`src/rtl/leaf_out_port_bridge.sv`:
```
// Per-channel FIFO bridge from kernel ap_vld/ap_ack output streams to leaf interface user-side ports.
// Optional per-channel statistics outputs are enabled by defining LEAF_BRIDGE_STATS_EN.
module leaf_out_port_bridge #(
  parameter int PAYLOAD_BITS    = 32,
  parameter int NUM_OUT_PORTS   = 2,
  parameter int FIFO_DEPTH_BITS = 2,
  parameter int STALL_LIMIT     = 255
) (
  input  logic                                  clk_user,
  input  logic                                  reset,
  input  logic [NUM_OUT_PORTS*PAYLOAD_BITS-1:0] user_data,
  input  logic [NUM_OUT_PORTS-1:0]              user_vld,
  output logic [NUM_OUT_PORTS-1:0]              user_ack,
  output logic [NUM_OUT_PORTS*PAYLOAD_BITS-1:0] if_data,
  output logic [NUM_OUT_PORTS-1:0]              if_vld,
  input  logic [NUM_OUT_PORTS-1:0]              if_ack,
  input  logic [NUM_OUT_PORTS-1:0]              flush,
  output logic [NUM_OUT_PORTS-1:0]              stall_flag,
  input  logic [NUM_OUT_PORTS-1:0]              stall_clr
`ifdef LEAF_BRIDGE_STATS_EN
  ,
  output logic [NUM_OUT_PORTS*32-1:0]                  stat_words,
  output logic [NUM_OUT_PORTS*(FIFO_DEPTH_BITS+1)-1:0] stat_hwm
`endif
);

  localparam int PW    = FIFO_DEPTH_BITS + 1;
  localparam int DEPTH = 1 << FIFO_DEPTH_BITS;
  localparam logic [15:0] STALL_SET_AT = 16'(STALL_LIMIT - 1);
  localparam logic [PW-1:0] FULL_XOR = {1'b1, {FIFO_DEPTH_BITS{1'b0}}};

  // Handshake: a word moves on a rising edge where vld=1 and ack=1 on the same side;
  // ack never depends on vld of that side, and vld is driven from registered state only.
  for (genvar i = 0; i < NUM_OUT_PORTS; i++) begin : g_ch
    logic [PAYLOAD_BITS-1:0] mem [DEPTH];
    logic [PW-1:0]           wr_ptr;
    logic [PW-1:0]           rd_ptr;
    logic                    full;
    logic                    empty;
    logic                    push;
    logic                    pop;
    logic                    blocked;
    logic [15:0]             stall_cnt;

    assign empty   = (wr_ptr == rd_ptr);
    assign full    = ((wr_ptr ^ rd_ptr) == FULL_XOR);
    assign user_ack[i] = !full && !flush[i];
    assign push    = user_vld[i] && user_ack[i];
    assign if_vld[i] = !empty;
    assign if_data[i*PAYLOAD_BITS +: PAYLOAD_BITS] = mem[rd_ptr[FIFO_DEPTH_BITS-1:0]];
    assign pop     = !empty && if_ack[i] && !flush[i];
    assign blocked = !empty && !if_ack[i];

    // Storage is intentionally left unreset; if_data is meaningless while if_vld=0.
    always_ff @(posedge clk_user) begin
      if (push) mem[wr_ptr[FIFO_DEPTH_BITS-1:0]] <= user_data[i*PAYLOAD_BITS +: PAYLOAD_BITS];
    end

    always_ff @(posedge clk_user or negedge reset) begin
      if (!reset) begin
        wr_ptr <= '0;
        rd_ptr <= '0;
      end else if (flush[i]) begin
        rd_ptr <= wr_ptr;
      end else begin
        if (push) wr_ptr <= wr_ptr + PW'(1);
        if (pop)  rd_ptr <= rd_ptr + PW'(1);
      end
    end

    // Flag sets only on the cycle the count reaches the limit, so a clear sticks while blocked.
    always_ff @(posedge clk_user or negedge reset) begin
      if (!reset) begin
        stall_cnt     <= '0;
        stall_flag[i] <= 1'b0;
      end else begin
        if (flush[i] || pop || empty) stall_cnt <= '0;
        else if (stall_cnt != 16'hFFFF) stall_cnt <= stall_cnt + 16'd1;

        if (blocked && !flush[i] && stall_cnt == STALL_SET_AT) stall_flag[i] <= 1'b1;
        else if (stall_clr[i]) stall_flag[i] <= 1'b0;
      end
    end

`ifdef LEAF_BRIDGE_STATS_EN
    logic [31:0]   words_cnt;
    logic [PW-1:0] hwm;
    logic [PW-1:0] occ;

    assign occ = wr_ptr - rd_ptr;
    assign stat_words[i*32 +: 32] = words_cnt;
    assign stat_hwm[i*PW +: PW]   = hwm;

    always_ff @(posedge clk_user or negedge reset) begin
      if (!reset) begin
        words_cnt <= '0;
        hwm       <= '0;
      end else begin
        if (pop) words_cnt <= words_cnt + 32'd1;
        if (occ > hwm) hwm <= occ;
      end
    end
`endif
  end

endmodule
```
`config.mk`:
```
export PLATFORM = sky130hd
export DESIGN_NAME = leaf_out_port_bridge
export DESIGN_NICKNAME = d
export VERILOG_FILES = /design/src/rtl/leaf_out_port_bridge.sv
export SDC_FILE = /design/constraint.sdc
export NUM_CORES = 1
export LEC_CHECK = 0
export CORE_MARGIN = 10
export CORE_UTILIZATION = 41
export DETAILED_ROUTE_END_ITERATION = 6
export SLEW_MARGIN = 30
export SYNTH_ARGS = -nofsm -noshare
export SYNTH_HDL_FRONTEND = slang
export SYNTH_SLANG_ARGS = --single-unit
```
`constraint.sdc`:
```
create_clock -name clk_user -period 7.7 [get_ports clk_user]
set_clock_uncertainty 0.05 [all_clocks]
set_input_delay 0.77 -clock clk_user [delete_from_list [all_inputs] [get_ports clk_user]]
set_output_delay 0.77 -clock clk_user [all_outputs]
set_load 0.1 [all_outputs]
```
==> reports/qor.csv <==
stage;metric;value;unit
run_status;outcome;completed;
synth;synth_seq_area_share;0.7352;
die;die_y;191.2;um
power_and_ir_drop;power_density;438.0;nW/um^2
finish;multiInputGateArea;3009;um^2
die;die_area;36570;um^2
grt;grt_usage;0.1365;
die;core_area;28780;um^2
timing;fin_crit_sh;0.5344;
cts;post_cts_resize_count;0;
die;initial_core_util;0.4177;
finish;layout_commonest_cell;edfxtp_1;
power_and_ir_drop;p_seq_frac;0.320;
setup_path;required;6.88;ns
power_and_ir_drop;ir_drop;0.3834;mV
timing;finalHoldViolCount;0;
finish;fillers;2276;
placement;globalplace.congestion;0.7973;
power_and_ir_drop;total_power;6.532;mW
synth;synth_ff_type;edfxtp_1;
timing;rsz0062_at_grt;no;
cts;hold_buffers;0;
setup_path;path_class;flop to primary output;
setup_path;end_kind;primary output;
placement;dp_hpwl;15.99;mm
die;placementRows;62;
hold_path;hold_path_class;input pin to async pin;
timing;max_freq;0.2430;GHz
power_and_ir_drop;p_switching;2.879;mW
run;cap_viol_max_count;0;
synth;syn_avg_cell_area;18.90;um^2
synth;synthesis.nets;724;
timing;fin_crit;4.115;ns
routing;drtPass1Iterations;4;
timing;slew_viol_final;0;
setup_path;critPathLaunchType;flop;
power_and_ir_drop;power_leakage;4.990;nW
cts;cts_tree;built;
cts;clk_pin_slew;0.06;ns
timing;maxSlewHeadroom;0.3265;
routing;drt_iter0_drc;404;
synth;synth_warnings;0;
placement;place.port_buffers;143;
synth;async_reset_ff_frac;0.1523;
cts;cts-root-buf;clkbuf_16;
routing;wl_per_cell;20.59;um
cts;h-tree-depth;2;
synth;syn_area;12020;um^2
cts;cts_buffers;34;
power_and_ir_drop;swShare;0.4408;
routing;ant_nets;0;
setup_path;critPathArrivalTime;3.29;ns
power_and_ir_drop;power_frac_comb;0.451;
routing;vias;6477;
power_and_ir_drop;p_int;3.652;mW
routing;vias_per_cell;5.362;
grt;grt_pass1_wl;39.45;mm
routing;drcViolationCount;0;
grt;grt_pass1_vias;6918;
cts;clock_path_buffers;3;
timing;finalSetupViolCount;0;
finish;diodes;0;
synth;netlist-cell-type-count;50;
finish;layout_common_cells;edfxtp_1 (256), clkdlybuf4s50_1 (132), mux4_2 (64), dfrtp_1 (44), clkbuf_16 (35);
finish;regArea;8841;um^2
synth;netlist_instances;636;
grt;antenna_found_initial;0;
synth;synth_edf_count;256;
placement;placed_area;13850;um^2
finish;design_area;14910;um^2
die;die_x;191.2;um
timing;tightestPinTransition;1.007;ns
die;io-pin-count;144;
synth;ys_seq_elements;302;
grt;overflow;0;
cts;insertion_delay;0.49;ns
power_and_ir_drop;clock_power_share;0.230;
routing;totalWireLength;24.88;mm
cts;post_cts_buffers;0;
finish;area_delta_synth_final;24.03;%
finish;layout-drive-gt1-share;0.1784;
grt;grt_max_degree;47;
setup_path;cp_max_fo;19;
finish;nNetsFinal;888;
timing;tns;0;ns
cts;cts_sinks;302;
-- layer usage --
layer | track usage | share of wire | wire, um | vias up
li1 | - | - | - | 2917
met1 | 0.1685 | 0.41 | 10310 | 3335
met2 | 0.2252 | 0.48 | 12010 | 184
met3 | 0.04701 | 0.083 | 2063 | 41
met4 | 0.03606 | 0.020 | 491 | 0
met5 | 0 | 0 | 0 | -
-- worst max-delay path, stage by stage (launching register included) --
cell	delay, ns
dfrtp_2	0.73
buf_4	0.47
mux4_2	0.59
clkdlybuf4s50_1	0.99
-- registers in the layout, summed over array words and instances, names as in the netlist --
| register | flops |
|---|---|
| g_ch.rd_ptr | 6 |
| stall_flag | 2 |
| g_ch.mem | 256 |
| g_ch.stall_cnt | 32 |
| g_ch.wr_ptr | 6 |
-- synthesized netlist by cell type, drive strengths merged (5+ instances only) --
cell	count	area [um^2]
and2	10	62.56
a211oi	7	52.55
o21ai	10	50.05
or4	7	55.06
inv	20	75.07
a31oi	7	43.79
buf	12	65.06
nand2b	6	37.54
mux2i	9	90.09
mux4	64	1441
nand2	26	97.59
o31ai	6	45.04
nor2	6	22.52
nor3	10	50.05
nand4	15	100.1
xnor2	13	121.4
nand3	16	80.08
and4	7	62.56
xor2	5	43.79
ha	14	175.2
edfxtp	256	7687
clkbuf	12	46.29
a21oi	19	95.09
dfrtp	46	1151
-- area by class of cell --
type                    count  share of cell area
flip-flops and latches    302              0.5929
multi-input cells         290              0.2018
repair buffers            152             0.09835
clock buffers              42             0.06050
well taps                 384             0.03222
clock inverters            18            0.009147
inverters                  20            0.005035
-- stage by stage --
| stage | utilization | hold slack, ns | setup slack [ns] | cells |
|---|---|---|---|---|
| 2_1_floorplan | - | 0.4244 | 4.386 | 636 |
| 3_3_place_gp | 0.4825 | 0.4498 | 4.017 | 1147 |
| 3_5_place_dp | 0.4813 | 0.4652 | 4.005 | 1147 |
| 4_1_cts | 0.5174 | 0.2541 | 3.480 | 1207 |
| 5_1_grt | 0.5181 | 0.2785 | 3.393 | 1208 |
| 6_report | 0.5181 | 0.2349 | 3.585 | 1208 |
-- cell families after synthesis --
group                    after synthesis  synth area share
buffers and inverters                 44           0.01551
AO/OA/AOI/OAI                         67           0.03643
AND/OR/NAND/NOR                      118           0.05714
adder cells (fa/ha/maj)               14           0.01457
XOR/XNOR                              18           0.01374
flip-flops                           302            0.7352
multiplexers                          73            0.1274
-- path summary, 6_finish.rpt --
kind | from | end | slack (ns) | cells past startpoint
max | g_ch[1].rd_ptr[0]$_DFFE_PN0P_ | if_data[59] | 3.59 | 3
min reg2reg | g_ch[1].stall_cnt[7]$_DFFE_PN0P_ | g_ch[1].stall_cnt[7]$_DFFE_PN0P_ | 0.47 | 1
max reg2reg | g_ch[0].rd_ptr[0]$_DFFE_PN0P_ | g_ch[0].mem[1][9]$_DFFE_PP_ | 4.38 | 4
min in group clk_user | g_ch[1].stall_cnt[7]$_DFFE_PN0P_ | g_ch[1].stall_cnt[7]$_DFFE_PN0P_ | 0.47 | 1
max in group asynchronous | reset | g_ch[0].rd_ptr[0]$_DFFE_PN0P_ | 6.91 | 1
min | reset | g_ch[1].stall_cnt[6]$_DFFE_PN0P_ | 0.23 | 1
-- power groups by stage --
stage | clock [mW] | sequential [mW] | combinational, mW
final | 1.50 | 2.09 | 2.94
after global routing | 1.62 | 2.11 | 3.08
after CTS | 1.54 | 2.09 | 2.99
after detailed placement | 0 | 2.13 | 2.98
after global placement | 0 | 2.11 | 2.99
after floorplan | 0 | 2.07 | 2.36
Note: power is estimated with default switching activity, not from simulation.
